--- src/rtl/shift_exec_stage_pkg.sv ---
// Shared RV32I shift-op encodings and the issue-stage record for shift_exec_stage.
// Optional illegal-op reporting is enabled with SHIFT_ILLEGAL_CHECK_EN.
package shift_exec_stage_pkg;

    localparam int XLEN = 32;
    localparam int RD_W = 5;

    localparam logic [6:0] OPC_OP     = 7'b0110011;
    localparam logic [6:0] OPC_OP_IMM = 7'b0010011;
    localparam logic [2:0] F3_SLL     = 3'b001;
    localparam logic [2:0] F3_SRL_SRA = 3'b101;
    localparam logic [6:0] F7_BASE    = 7'b0000000;
    localparam logic [6:0] F7_ALT     = 7'b0100000;

    typedef struct packed {
        logic [XLEN-1:0] rs1;
        logic [4:0]      amt;
        logic            is_left;
        logic            is_sra;
        logic [RD_W-1:0] rd;
    } issue_t;

endpackage

--- src/rtl/shift_exec_stage_barrelshifter32.sv ---
// 32-bit barrel shifter: five log stages of right shift, with left shifts done by bit reversal.
// func3 selects left, func7 selects arithmetic right.
module barrelshifter32 (
    input  logic [31:0] i,
    input  logic [4:0]  s,
    input  logic        func3,
    input  logic        func7,
    output logic [31:0] o
);

    logic [31:0] st [6];
    logic        fill;

    function automatic logic [31:0] rev(input logic [31:0] v);
        logic [31:0] r;
        for (int k = 0; k < 32; k++) r[k] = v[31-k];
        return r;
    endfunction

    assign fill  = func7 & ~func3 & i[31];
    assign st[0] = func3 ? rev(i) : i;

    for (genvar k = 0; k < 5; k++) begin : g_stage
        assign st[k+1] = s[k] ? {{(1 << k){fill}}, st[k][31:(1 << k)]} : st[k];
    end

    assign o = func3 ? rev(st[5]) : st[5];

endmodule

--- src/rtl/shift_exec_stage.sv ---
// RV32I shift execute stage: S1 issue register feeding barrelshifter32, S2 result register.
// Define SHIFT_ILLEGAL_CHECK_EN to pass bad ops through flagged on out_illegal instead of dropping them.
module shift_exec_stage
    import shift_exec_stage_pkg::*;
(
    input  logic            clk,
    input  logic            rst,
    input  logic            flush,
    input  logic            in_valid,
    output logic            in_ready,
    input  logic [6:0]      in_opcode,
    input  logic [2:0]      in_func3,
    input  logic [6:0]      in_func7,
    input  logic [XLEN-1:0] in_rs1_val,
    input  logic [XLEN-1:0] in_rs2_val,
    input  logic [4:0]      in_shamt_imm,
    input  logic [RD_W-1:0] in_rd,
    output logic            out_valid,
    input  logic            out_ready,
    output logic [XLEN-1:0] out_result,
    output logic [RD_W-1:0] out_rd,
    output logic            out_illegal
);

    logic            opc_ok, f3_ok, f7_known, keep, accept, s2_load;
    logic            s1_valid, s2_valid;
    issue_t          dec, s1_q;
    logic [XLEN-1:0] shift_o;
    logic            unused_rs2_hi;

    assign unused_rs2_hi = &{1'b0, in_rs2_val[XLEN-1:5]};

    assign opc_ok   = (in_opcode == OPC_OP) || (in_opcode == OPC_OP_IMM);
    assign f3_ok    = (in_func3 == F3_SLL) || (in_func3 == F3_SRL_SRA);
    assign f7_known = (in_func7 == F7_BASE) || (in_func7 == F7_ALT);

    always_comb begin
        dec         = '0;
        dec.rs1     = in_rs1_val;
        dec.amt     = (in_opcode == OPC_OP) ? in_rs2_val[4:0] : in_shamt_imm;
        dec.is_left = (in_func3 == F3_SLL);
        dec.is_sra  = in_func7[5] && (in_func3 != F3_SLL);
        dec.rd      = in_rd;
    end

    // Flush forces ready so decode is never held while the pipe is being emptied.
    assign s2_load  = !s2_valid || out_ready;
    assign in_ready = flush || !s1_valid || s2_load;
    assign accept   = in_valid && in_ready;

`ifdef SHIFT_ILLEGAL_CHECK_EN
    logic dec_illegal, s1_illegal, s2_illegal;

    assign dec_illegal = !(opc_ok && f3_ok) || !f7_known ||
                         ((in_func7 == F7_ALT) && (in_func3 == F3_SLL));
    assign keep        = 1'b1;
    assign out_illegal = s2_illegal;
`else
    assign keep        = opc_ok && f3_ok && f7_known;
    assign out_illegal = 1'b0;
`endif

    always_ff @(posedge clk) begin
        if (rst) begin
            s1_valid <= 1'b0;
            s1_q     <= '0;
        end else if (flush) begin
            s1_valid <= 1'b0;
        end else if (accept) begin
            s1_valid <= keep;
            s1_q     <= dec;
        end else if (s2_load) begin
            s1_valid <= 1'b0;
        end
    end

    barrelshifter32 u_shifter (
        .i     (s1_q.rs1),
        .s     (s1_q.amt),
        .func3 (s1_q.is_left),
        .func7 (s1_q.is_sra),
        .o     (shift_o)
    );

    always_ff @(posedge clk) begin
        if (rst) begin
            s2_valid   <= 1'b0;
            out_result <= '0;
            out_rd     <= '0;
        end else if (flush) begin
            s2_valid <= 1'b0;
        end else if (s2_load) begin
            s2_valid <= s1_valid;
            if (s1_valid) begin
`ifdef SHIFT_ILLEGAL_CHECK_EN
                out_result <= s1_illegal ? '0 : shift_o;
`else
                out_result <= shift_o;
`endif
                out_rd     <= s1_q.rd;
            end
        end
    end

`ifdef SHIFT_ILLEGAL_CHECK_EN
    always_ff @(posedge clk) begin
        if (rst) begin
            s1_illegal <= 1'b0;
            s2_illegal <= 1'b0;
        end else begin
            if (accept && !flush) s1_illegal <= dec_illegal;
            if (!flush && s2_load && s1_valid) s2_illegal <= s1_illegal;
        end
    end
`endif

    assign out_valid = s2_valid;

endmodule

--- config.mk ---
export PLATFORM = sky130hd
export DESIGN_NAME = shift_exec_stage
export DESIGN_NICKNAME = d
export VERILOG_FILES = /design/src/rtl/shift_exec_stage_pkg.sv /design/src/rtl/shift_exec_stage_barrelshifter32.sv /design/src/rtl/shift_exec_stage.sv
export SDC_FILE = /design/constraint.sdc
export NUM_CORES = 1
export LEC_CHECK = 0
export CORE_ASPECT_RATIO = 1.4
export CORE_MARGIN = 4
export CORE_UTILIZATION = 54
export DETAILED_ROUTE_END_ITERATION = 16
export MAX_ROUTING_LAYER = met4
export PLACE_DENSITY = 0.83
export SLEW_MARGIN = 20
export SYNTH_ARGS = -nofsm -noshare
export SYNTH_HDL_FRONTEND = slang
export SYNTH_SLANG_ARGS = --single-unit
--- constraint.sdc ---
create_clock -name clk -period 3.81 [get_ports clk]
set_input_delay 0.762 -clock clk [delete_from_list [all_inputs] [get_ports clk]]
set_output_delay 0.762 -clock clk [all_outputs]
set_load 0.02 [all_outputs]
==> out/summary.md <==
The first routing iteration left 614 violations. The worst setup path is launched from an input port. The H-tree was split into 3 levels. The worst-case headroom to the max-slew limit is 0.343, and the area enclosed by the die boundary is 0.0132 mm². Wires add up to 21900 µm. For this run, the leading register cell type out of synthesis is dfxtp_1. The worst path needs 3.18 ns of the cycle, external delays included.

The top cell type by total area after synthesis is dfxtp_1. Number of vias per cell after detailed routing: 6.73. The critical setup path kind is in -> out. Along the worst path, the maximum fanout reaches 4. The fraction of synthesis flops using an asynchronous set or reset pin is 0. The number of hold buffers added after CTS was 0. The run gives 2.57 nW as the leakage power total. The switching share of total power works out to 0.322. The initial antenna violation count is 0, and the count of flip-flops with a built-in enable after synthesis is 0.

Adding up every negative setup slack in the final design gives 0 ns. In this run the power spent charging and discharging nets is 749 µW. For the proportion of synthesized chip area in sequential cells, the log shows 0.270. Synthesis produced 751 cells. The total global routing track utilization is 0.335.

Clock latency on the worst-skew pair, taken at its later pin, is 0.34 ns. Based on the critical path, the design can be clocked at up to 0.315 GHz. The combinational fraction of design power is 0.240, and the fraction of post-synthesis cell area in the top cell type by area is 0.270.

The flow ran to the end, and the final reports show no timing, DRC or antenna violations. After synthesis the netlist holds a flip-flop and latch count of 83. For this run, the post-layout net count is 924. The required arrival time at the worst endpoint is 3.05 ns, and the Yosys warning count is 0. After synthesis the cells add up to 0.00615 mm².

Fraction of layout cells with a size suffix above 1: 0.145. Relative to the synthesized area, the layout overhead comes to 22.5%. The power per cell area was 309 mW/mm²; the count of instances resized after the clock tree is built was 0. The tool flagged a number of max-cap violations equal to 0. The number of antenna diodes in the final layout is 0.

The library cells used most frequently in the layout, excluding fill and tap cells, are nand2_1, clkdlybuf4s50_1, dfxtp_1, nor2_1, a21oi_1. Internal power comes to 1.58 mW. Class of the tightest hold or removal check: reg -> reg. The tools report the maximum vdd drop as 264 µV.

The via count of the first global-routing pass is 6353, and the count of unique library cells instantiated by Yosys is 70. The logs give 0 for the number of buffers added for setup after CTS and 136 for the top-level port count. The logs give 958 for the total placed cells including tap cells and 16600 µm for the post-DP HPWL. Number of optimization iterations in the first detailed-route pass: 6. The tools report the number of endpoints failing setup at the final stage as 0. The detailed router placed 6552 vias in this run. The final weighted congestion of routability-driven global placement is 1.03. Proportion of power drawn by the clock network: 0.361. TritonCTS built the clock tree. The sequential cell fraction of total power is 0.399, and the number of clock sinks is 83. The commonest non-fill, non-tap cell in the layout is nand2_1.

The number of nets in the synthesized netlist is 847. The filler cells instantiated in the layout total 887. The share of the clock period used by the worst path after layout is 0.834. Port buffering added 107 buffers. The largest net degree at the start of global routing is 58, and the average footprint of a synthesized cell is 8.19 µm². For the number of buffers created by CTS, the log shows 9. At the pin with the least slew margin, the transition time is 0.982 ns. The number of slew-limit violations in the final report is 0.

By area the synthesized netlist is led by dfxtp_1, mux4_2, nand2_1. For the number of hold-slack violations in the final timing report, the log shows 0. The arrival time at the worst endpoint is 2.42 ns, and the wire length per cell is 22.5 µm.

Setup repair after global routing left no endpoint under its margin. The total overflow left after global routing is 0. Measured along the x axis, the die boundary spans 98.2 µm. The tools report the wire length of the first global-routing pass as 34200 µm. After clock tree synthesis, the clock-pin slew on the worst setup and hold paths is 0.06 ns.

The starting density of the core is 0.560. The run gives 974 as the final cell count without fillers. The number of cell rows came out at 45. For the maximum number of buffers from clock root to sink, the log shows 2. STA classifies the critical path endpoint as an output pin. The logs give 0 for the remaining routing DRC violations and 0.0110 mm² for the core region area. The clock tree root driver cell is clkbuf_16. The die height is 134 µm. The count of nets left with antenna violations once routing finished came out at 0. Final setup skew: 0.00775 ns.
through the flow:
stage | util | power, mW | hold WS (ns) | cell area (µm²) | setup slack (ns)
2_1_floorplan | - | 1.28 | 0.432 | 6150 | 1.49
3_3_place_gp | 0.661 | 1.48 | 0.438 | 7250 | 0.670
3_5_place_dp | 0.661 | 1.49 | 0.448 | 7250 | 0.622
4_1_cts | 0.686 | 2.32 | 0.461 | 7530 | 0.617
5_1_grt | 0.686 | 2.42 | 0.482 | 7530 | 0.510
6_report | 0.686 | 2.33 | 0.455 | 7530 | 0.631
sequential cells by signal, summed over array words and instances (netlist names):
register and flops:
out_rd 5, out_result 32, out_valid 1, s1_q 44
s1_valid 1
final cells by class:
cell class                 instances  area (µm²)  share of cell area
multi-input combinational        598        4150               0.551
sequential                        83        1670               0.221
timing repair buffer             130        1240               0.164
clock buffer                       9         225              0.0299
tap                              141         176              0.0234
clock inverter                     7        57.6             0.00764
inverter                           6        22.5             0.00299
worst max-delay path: stages:
cell             delay, ns
clkdlybuf4s50_1       0.40
nor2b_1               0.26
nand2_1               0.16
or2_2                 0.29
clkdlybuf4s50_1       0.55
per-layer routing:
layer,track usage,part of all wire,vias up
li1,-,-,2973
met1,0.371,0.36,3028
met2,0.557,0.49,434
met3,0.0640,0.082,117
met4,0.205,0.070,0
met5,-,0,-
kinds of logic after synthesis:
logic type,Yosys count,synth area share
multiplexers,94,0.233
flip-flops,83,0.270
AO/OA/AOI/OAI,219,0.237
XOR/XNOR,1,0.00142
other,1,0.000610
buffers and inverters,70,0.0558
AND/OR/NAND/NOR,283,0.202
cell usage after synthesis (11+ instances only):
master,n
nand2_1,140
dfxtp_1,83
nor2_1,75
a21oi_1,68
mux4_2,34
mux2i_1,33
clkbuf_1,31
o21ai_0,30
mux2_2,25
a211oi_1,19
buf_1,13
o211ai_1,12
o22ai_1,12
o221ai_1,11
or2_2,11
power groups by stage:
stage                     combinational [mW]  clock (mW)  sequential, mW
after floorplan                        0.352           0           0.926
after global placement                 0.534           0           0.944
after detailed placement               0.540           0           0.947
after CTS                              0.544       0.854           0.927
after global routing                   0.590       0.895           0.932
final                                  0.560       0.841           0.929
final timing paths:
check / startpoint / endpoint / slack, ns / depth (start not counted)
hold reg to reg: out_result[16] / out_result[16] / 0.45 / 2
setup reg to reg: s1_q[6] / out_result[12] / 0.71 / 6
setup / recovery: out_ready / in_ready / 0.63 / 5
hold / removal: out_result[16] / out_result[16] / 0.45 / 2
No activity file was read; power rests on OpenSTA's default activity.
